<file path="src/rtl/flash_rom_loader_pkg.sv">
// Shared definitions for the boot-time flash-to-RAM copy engine and other flash clients.
// Holds the loader state encoding, its counter limits and the flash reader request timing.
package flash_rom_loader_pkg;

  typedef enum logic [2:0] {
    ST_IDLE     = 3'd0,
    ST_WAIT_RDY = 3'd1,
    ST_REQ      = 3'd2,
    ST_XFER     = 3'd3,
    ST_WRITE    = 3'd4,
    ST_GAP      = 3'd5,
    ST_DONE     = 3'd6,
    ST_ERR      = 3'd7
  } state_t;

  localparam int GAP_CYCLES = 2;
  localparam int MAX_RETRY  = 3;
  localparam int TIMER_W    = 4;
  localparam int RETRY_W    = 2;

  // Flash reader request timing, in clk cycles.
  localparam int FLASH_BUSY_LAT_MIN = 2;
  localparam int FLASH_BUSY_LAT_MAX = 3;
  localparam int FLASH_XFER_CYCLES  = 28;
  localparam int FLASH_CMD_CYCLES   = 8;

  function automatic int cnt_width(input int len);
    return (len > 1) ? $clog2(len) : 1;
  endfunction

endpackage

</file>
<file path="src/rtl/flash_rom_loader_if.sv">
// Request/response signals between a flash client (master) and the dual-IO SPI flash reader (slave).
interface flash_rom_loader_if;
  logic [23:0] flash_addr;
  logic        flash_cs;
  logic        flash_ready;
  logic        flash_busy;
  logic [7:0]  flash_dout;

  modport master (
    output flash_addr, flash_cs,
    input  flash_ready, flash_busy, flash_dout
  );

  modport slave (
    input  flash_addr, flash_cs,
    output flash_ready, flash_busy, flash_dout
  );
endinterface

</file>
<file path="src/rtl/flash_rom_loader.sv">
// Copies LENGTH bytes from flash starting at SRC_BASE into on-chip RAM after reset or on start,
// retrying unanswered requests and flagging done/error when finished.
module flash_rom_loader
  import flash_rom_loader_pkg::*;
#(
  parameter logic [23:0] SRC_BASE  = 24'h100000,
  parameter int          LENGTH    = 16384,
  parameter int          DST_AW    = 14,
  parameter bit          AUTOSTART = 1'b1,
  parameter int          TIMEOUT   = 15
) (
  input  logic               clk,
  input  logic               resetn,
  input  logic               start,
  flash_rom_loader_if.master flash,
  output logic [DST_AW-1:0]  ram_addr,
  output logic [7:0]         ram_data,
  output logic               ram_we,
  output logic               loading,
  output logic               done,
  output logic               error
);

  localparam int                  CNT_W      = cnt_width(LENGTH);
  localparam logic [CNT_W-1:0]    CNT_LAST   = CNT_W'(LENGTH - 1);
  localparam logic [TIMER_W-1:0]  TO_LOAD    = TIMER_W'(TIMEOUT - 1);
  localparam logic [TIMER_W-1:0]  GAP_LOAD   = TIMER_W'(GAP_CYCLES - 1);
  localparam logic [RETRY_W-1:0]  RETRY_LAST = RETRY_W'(MAX_RETRY - 1);

  state_t              state_reg, state_next;
  logic [CNT_W-1:0]    cnt_reg, cnt_next;
  logic [RETRY_W-1:0]  retry_reg, retry_next;
  logic [TIMER_W-1:0]  timer_reg, timer_next;
  logic [DST_AW-1:0]   ram_addr_reg, ram_addr_next;
  logic [7:0]          ram_data_reg, ram_data_next;
  logic                ram_we_reg, ram_we_next;
  logic                auto_pend_reg, auto_pend_next;
  logic                restart_pend_reg, restart_pend_next;
  logic                launch;

  always_ff @(posedge clk or negedge resetn) begin
    if (!resetn) begin
      state_reg        <= ST_IDLE;
      cnt_reg          <= '0;
      retry_reg        <= '0;
      timer_reg        <= '0;
      ram_addr_reg     <= '0;
      ram_data_reg     <= '0;
      ram_we_reg       <= 1'b0;
      auto_pend_reg    <= AUTOSTART;
      restart_pend_reg <= 1'b0;
    end else begin
      state_reg        <= state_next;
      cnt_reg          <= cnt_next;
      retry_reg        <= retry_next;
      timer_reg        <= timer_next;
      ram_addr_reg     <= ram_addr_next;
      ram_data_reg     <= ram_data_next;
      ram_we_reg       <= ram_we_next;
      auto_pend_reg    <= auto_pend_next;
      restart_pend_reg <= restart_pend_next;
    end
  end

  always_comb begin
    state_next        = state_reg;
    cnt_next          = cnt_reg;
    retry_next        = retry_reg;
    timer_next        = timer_reg;
    ram_addr_next     = ram_addr_reg;
    ram_data_next     = ram_data_reg;
    ram_we_next       = 1'b0;
    auto_pend_next    = auto_pend_reg;
    restart_pend_next = restart_pend_reg;
    launch            = 1'b0;

    case (state_reg)
      ST_IDLE:     launch = start || auto_pend_reg;
      ST_WAIT_RDY: begin
        if (flash.flash_ready) begin
          timer_next = TO_LOAD;
          state_next = ST_REQ;
        end
      end
      ST_REQ: begin
        if (flash.flash_busy) begin
          state_next = ST_XFER;
        end else if (timer_reg == '0) begin
          // Request went unanswered: back off through GAP so the next rising edge is clean.
          if (retry_reg == RETRY_LAST) begin
            state_next = ST_ERR;
          end else begin
            retry_next = retry_reg + RETRY_W'(1);
            timer_next = GAP_LOAD;
            state_next = ST_GAP;
          end
        end else begin
          timer_next = timer_reg - TIMER_W'(1);
        end
      end
      ST_XFER: begin
        if (!flash.flash_busy) begin
          ram_data_next = flash.flash_dout;
          ram_addr_next = DST_AW'(cnt_reg);
          ram_we_next   = 1'b1;
          state_next    = ST_WRITE;
        end
      end
      ST_WRITE: begin
        retry_next = '0;
        if (cnt_reg == CNT_LAST) begin
          // A start landing on the final write is honoured once the image is complete.
          restart_pend_next = start;
          state_next        = ST_DONE;
        end else begin
          cnt_next   = cnt_reg + CNT_W'(1);
          timer_next = GAP_LOAD;
          state_next = ST_GAP;
        end
      end
      ST_GAP: begin
        if (timer_reg == '0) begin
          timer_next = TO_LOAD;
          state_next = ST_REQ;
        end else begin
          timer_next = timer_reg - TIMER_W'(1);
        end
      end
      ST_DONE:     launch = start || restart_pend_reg;
      ST_ERR:      launch = start;
      default:     state_next = ST_IDLE;
    endcase

    if (launch) begin
      cnt_next          = '0;
      retry_next        = '0;
      auto_pend_next    = 1'b0;
      restart_pend_next = 1'b0;
      state_next        = ST_WAIT_RDY;
    end
  end

  assign flash.flash_addr = SRC_BASE + 24'(cnt_reg);
  assign flash.flash_cs   = (state_reg == ST_REQ);

  assign ram_addr = ram_addr_reg;
  assign ram_data = ram_data_reg;
  assign ram_we   = ram_we_reg;
  assign loading  = state_reg inside {ST_WAIT_RDY, ST_REQ, ST_XFER, ST_WRITE, ST_GAP};
  assign done     = (state_reg == ST_DONE);
  assign error    = (state_reg == ST_ERR);

endmodule

</file>
<file path="src/flat_wrapper.sv">
// flat-port wrapper written by rule: the top's interface ports become plain ports
module flash_rom_loader_flat import flash_rom_loader_pkg::*;
#(
  parameter logic [23:0] SRC_BASE  = 24'h100000,
  parameter int          LENGTH    = 16384,
  parameter int          DST_AW    = 14,
  parameter bit          AUTOSTART = 1'b1,
  parameter int          TIMEOUT   = 15
)
  (clk, resetn, start, ram_addr, ram_data, ram_we, loading, done, error, flash_flash_addr, flash_flash_cs, flash_flash_ready, flash_flash_busy, flash_flash_dout);
  flash_rom_loader_if flash_i ();
  input  logic clk;
  input  logic resetn;
  input  logic start;
  output logic [DST_AW-1:0] ram_addr;
  output logic [7:0] ram_data;
  output logic ram_we;
  output logic loading;
  output logic done;
  output logic error;
  output wire logic [$bits(flash_i.flash_addr)-1:0] flash_flash_addr;
  output wire logic [$bits(flash_i.flash_cs)-1:0] flash_flash_cs;
  input wire logic [$bits(flash_i.flash_ready)-1:0] flash_flash_ready;
  input wire logic [$bits(flash_i.flash_busy)-1:0] flash_flash_busy;
  input wire logic [$bits(flash_i.flash_dout)-1:0] flash_flash_dout;
  assign flash_flash_addr = flash_i.flash_addr;
  assign flash_flash_cs = flash_i.flash_cs;
  assign flash_i.flash_ready = flash_flash_ready;
  assign flash_i.flash_busy = flash_flash_busy;
  assign flash_i.flash_dout = flash_flash_dout;
  flash_rom_loader #(.SRC_BASE(SRC_BASE), .LENGTH(LENGTH), .DST_AW(DST_AW), .AUTOSTART(AUTOSTART), .TIMEOUT(TIMEOUT)) u_core (.clk(clk), .resetn(resetn), .start(start), .flash(flash_i), .ram_addr(ram_addr), .ram_data(ram_data), .ram_we(ram_we), .loading(loading), .done(done), .error(error));
endmodule
</file>
<file path="config.mk">
export PLATFORM = sky130hd
export DESIGN_NAME = flash_rom_loader_flat
export DESIGN_NICKNAME = d
export VERILOG_FILES = /design/src/rtl/flash_rom_loader_pkg.sv /design/src/rtl/flash_rom_loader_if.sv /design/src/rtl/flash_rom_loader.sv /design/src/flat_wrapper.sv
export SDC_FILE = /design/constraint.sdc
export NUM_CORES = 1
export LEC_CHECK = 0
export ABC_AREA = 1
export CORE_MARGIN = 2
export CORE_UTILIZATION = 38
export CTS_CLUSTER_DIAMETER = 200
export DETAILED_ROUTE_END_ITERATION = 6
export PLACE_DENSITY = 0.71
export SLEW_MARGIN = 10
export SYNTH_ARGS = -nofsm -noshare
export SYNTH_HDL_FRONTEND = slang
export SYNTH_SLANG_ARGS = --single-unit
</file>
<file path="constraint.sdc">
create_clock -name clk -period 1.73 [get_ports clk]
set_input_delay 0.173 -clock clk [delete_from_list [all_inputs] [get_ports clk]]
set_output_delay 0.173 -clock clk [all_outputs]
set_load 0.03 [all_outputs]
</file>
==> impl_results.md, run 1 <==
* Outcome: finished, final reports clean
* Worst-Skew Late Latency at 0.30 ns
* Worst-path clk slew at 0.09 ns
* Crit-path cells: clkdlybuf4s50_1
* Final Cycle Share at 96.6%
* Critical Path End Type: output port
* Sequential share of power at 30.9%
* Post-route ant nets at 0
* ANT cells at 0
* Slowest CP cell: clkdlybuf4s50_1
* Commonest non-fill, non-tap cell in the layout: nand2_1
* Final Critical Period at roughly 1.7 ns
* CTS root buf: clkbuf_8
* Slowest stage delay, CP at 0.72 ns
* Share of cells above drive strength 1 at 15.4%
* Post-DP HPWL at around 4.7 mm
* Area of the die at 7800 µm²
* Synth Flop Type: dfrtp_1
* Number of H-tree levels at 2
* Max Freq at 0.598 GHz
* Yosys reg bits at 48
* Post-synthesis sequential area ratio at 44.5%
* Peak VDD IR at 0.596 mV
* Vias after detailed routing at approximately 2400
* Delay-heaviest family, CP: buffers and inverters
* Post-synthesis instance total at 352
* PD cells at 1560 nW/µm²
* Max-slew violation count at 0
* Gpl congestion at 0.846
* Asr flop ratio synth at 100%
* Worst hold margin at 0.370 ns
* Clock Power Share at about an eighth
* Largest net degree at the start of global routing at 35
* Netlist cell types at 32
* TritonCTS clock tree: built
* Worst Skew at just over 0.007 ns
* Yosys warns at 0
* Dpl ws at ~0.065 ns
* Worst Hold Class: in2async
* Synth Area per Inst at approximately 7.7 µm²
* Startpoint types: register
* Synth top area share at 43.5%
* Chip width at just under 90 µm
* Post-route setup TNS at 0 ns
* DR WL/cell at 12.3 µm
* Nets@finish at 431
* Rows at 30
* Max-cap viol count at 0
* Setup violations, final at 0
* Worst Path Arrival at 1.50 ns
* Longest Clk Path Bufs at 2
* Initial antenna violation count at 0
* Crit path max fanout at 6
* 1st-pass router iterations at 4
* Combinational power share at 56.1%
* Initial Util at 39.5%
* Most frequent cells in the layout: 114 x nand2_1, 45 x clkdlybuf4s50_1, 43 x dfrtp_1, 31 x inv_1, 30 x nor2_1
* Grt ovf at 0
* Post-synth top area cell: dfrtp_1
* Vias in the first global route at ~2300
* Overall Global Routing Usage at 16.9%
* Vert. Die Dim at 88.3 µm
* Least-Margin Pin Slew at around 0.5 ns
* First-pass GRT wire length at 10.6 mm
* Switching Share at 47.1%
* Layout overhead on the synthesized area at 29.8%
* Synthesized area at 2700 µm²
* Setup CP Type: reg2out
* Residual DRC at 0
* Final hold viol count at 0
* EDFF count, synth at 0
* Slew HR at 66.4%
* Port Buffer Count at 53
* Number of CTS-inserted buffers at 5
* Synth area leaders: dfrtp_1 44%, nand2_1 16%, nor2_1 4.4%
* Sum of buffers and inverters on the critical path at 1
* Io pins at 64
* Drt total wl at 6.29 mm
* Via density at 4.68
* CORE AREA at 6830 µm²
* Required @ worst endpoint at 1.56 ns
* Final setup margin at 0.0585 ns
* P_int at just under 0.003 W
* Clock tree sinks at 48
* LEAKAGE at 1.68 nW
* Drt initial violations at 152
* Sw power at 0.00258 W
timing repair:
item | in CTS | in global routing
cloned | 0 | 1
endpoints found under the hold margin | 19 | 0
setup endpoints to repair | 2 | 23
setup buffers | 0 | 1
hold buffers | 1 | 0
resized for setup | 2 | 19
pin swaps | 0 | 1
routing by layer:
metal	routed length [µm]	vias to the layer above	global-route usage, %
met5	0	-	0
met4	114	0	5.65
met3	246	8	2.33
met2	3060	61	28.6
met1	2880	1097	22.3
li1	-	1223	-
cell usage after synthesis, drive strengths merged (2+ instances only):
master  count
nand4       8
nand2     122
inv        37
nor2       37
o21ai      34
buf        16
ha          4
dfrtp      47
xor2        4
nand3      25
conb        2
a21oi       9
path summary, 6_finish.rpt:
kind | from | to | slack [ns] | cells past startpoint
max in group asynchronous | resetn | u_core.auto_pend_reg$_DFFE_PN1P_ | 0.76 | 3
hold reg to reg | u_core.auto_pend_reg$_DFFE_PN1P_ | u_core.auto_pend_reg$_DFFE_PN1P_ | 0.45 | 2
min in group clk | flash_flash_dout[0] | u_core.ram_data[0]$_DFFE_PN0P_ | 0.41 | 3
setup / recovery | u_core.cnt_reg[7]$_DFFE_PN0P_ | flash_flash_addr[7] | 0.06 | 1
hold / removal | resetn | u_core.timer_reg[2]$_DFFE_PN0P_ | 0.37 | 2
setup reg to reg | u_core.cnt_reg[4]$_DFFE_PN0P_ | u_core.cnt_reg[13]$_DFFE_PN0P_ | 0.11 | 8
stage by stage:
| stage | instance area [µm²] | cells | util (%) | power [W] |
|---|---|---|---|---|
| after global placement | 3320 | 500 | 48.6 | 0.00459 |
| after CTS | 3420 | 509 | 50.1 | 0.00537 |
| final | 3510 | 511 | 51.3 | 0.00547 |
| after floorplan | 2730 | 360 | - | 0.00378 |
| after detailed placement | 3320 | 500 | 48.6 | 0.00466 |
| after global routing | 3510 | 511 | 51.3 | 0.00591 |
area by class of cell:
class	instances	area (µm²)
multi-input combinational	259	1320
clock inverter	2	15.0
inverter	37	149
clock buffer	6	82.6
fill	679	3320
timing repair buffer	63	616
sequential	48	1210
tap	96	120
power groups by stage:
stage	Clock, W	Sequential, W	Combinational (W)
floorplan	0	0.00214	0.00164
global placement	0	0.00169	0.00290
detailed placement	0	0.00171	0.00295
CTS	0.000730	0.00169	0.00296
global route	0.000776	0.00173	0.00340
finish	0.000711	0.00169	0.00307
logic make-up (layout without fill, tap and decap cells):
| family | Yosys count | after routing | share of synthesized area (%) |
|---|---|---|---|
| XOR/XNOR | 5 | 5 | 1.62 |
| adder cells (fa/ha/maj) | 4 | 4 | 1.85 |
| buffers and inverters | 54 | 108 | 10.0 |
| other | 2 | 10 | 0.278 |
| AND/OR/NAND/NOR | 194 | 195 | 32.4 |
| AO/OA/AOI/OAI | 45 | 45 | 9.31 |
| flip-flops | 48 | 48 | 44.5 |
No activity file was read; power rests on OpenSTA's default activity.
==> run 2: changes to the inputs <==
--- a/config.mk
+++ b/config.mk
@@ -10,6 +10,7 @@
 export CORE_UTILIZATION = 38
 export CTS_CLUSTER_DIAMETER = 200
 export DETAILED_ROUTE_END_ITERATION = 6
+export HOLD_SLACK_MARGIN = 0.06
 export PLACE_DENSITY = 0.71
 export SLEW_MARGIN = 10
 export SYNTH_ARGS = -nofsm -noshare
==> results of run 2 <==
Same layout as run 1: the final DEF is identical, and so are final timing and power.
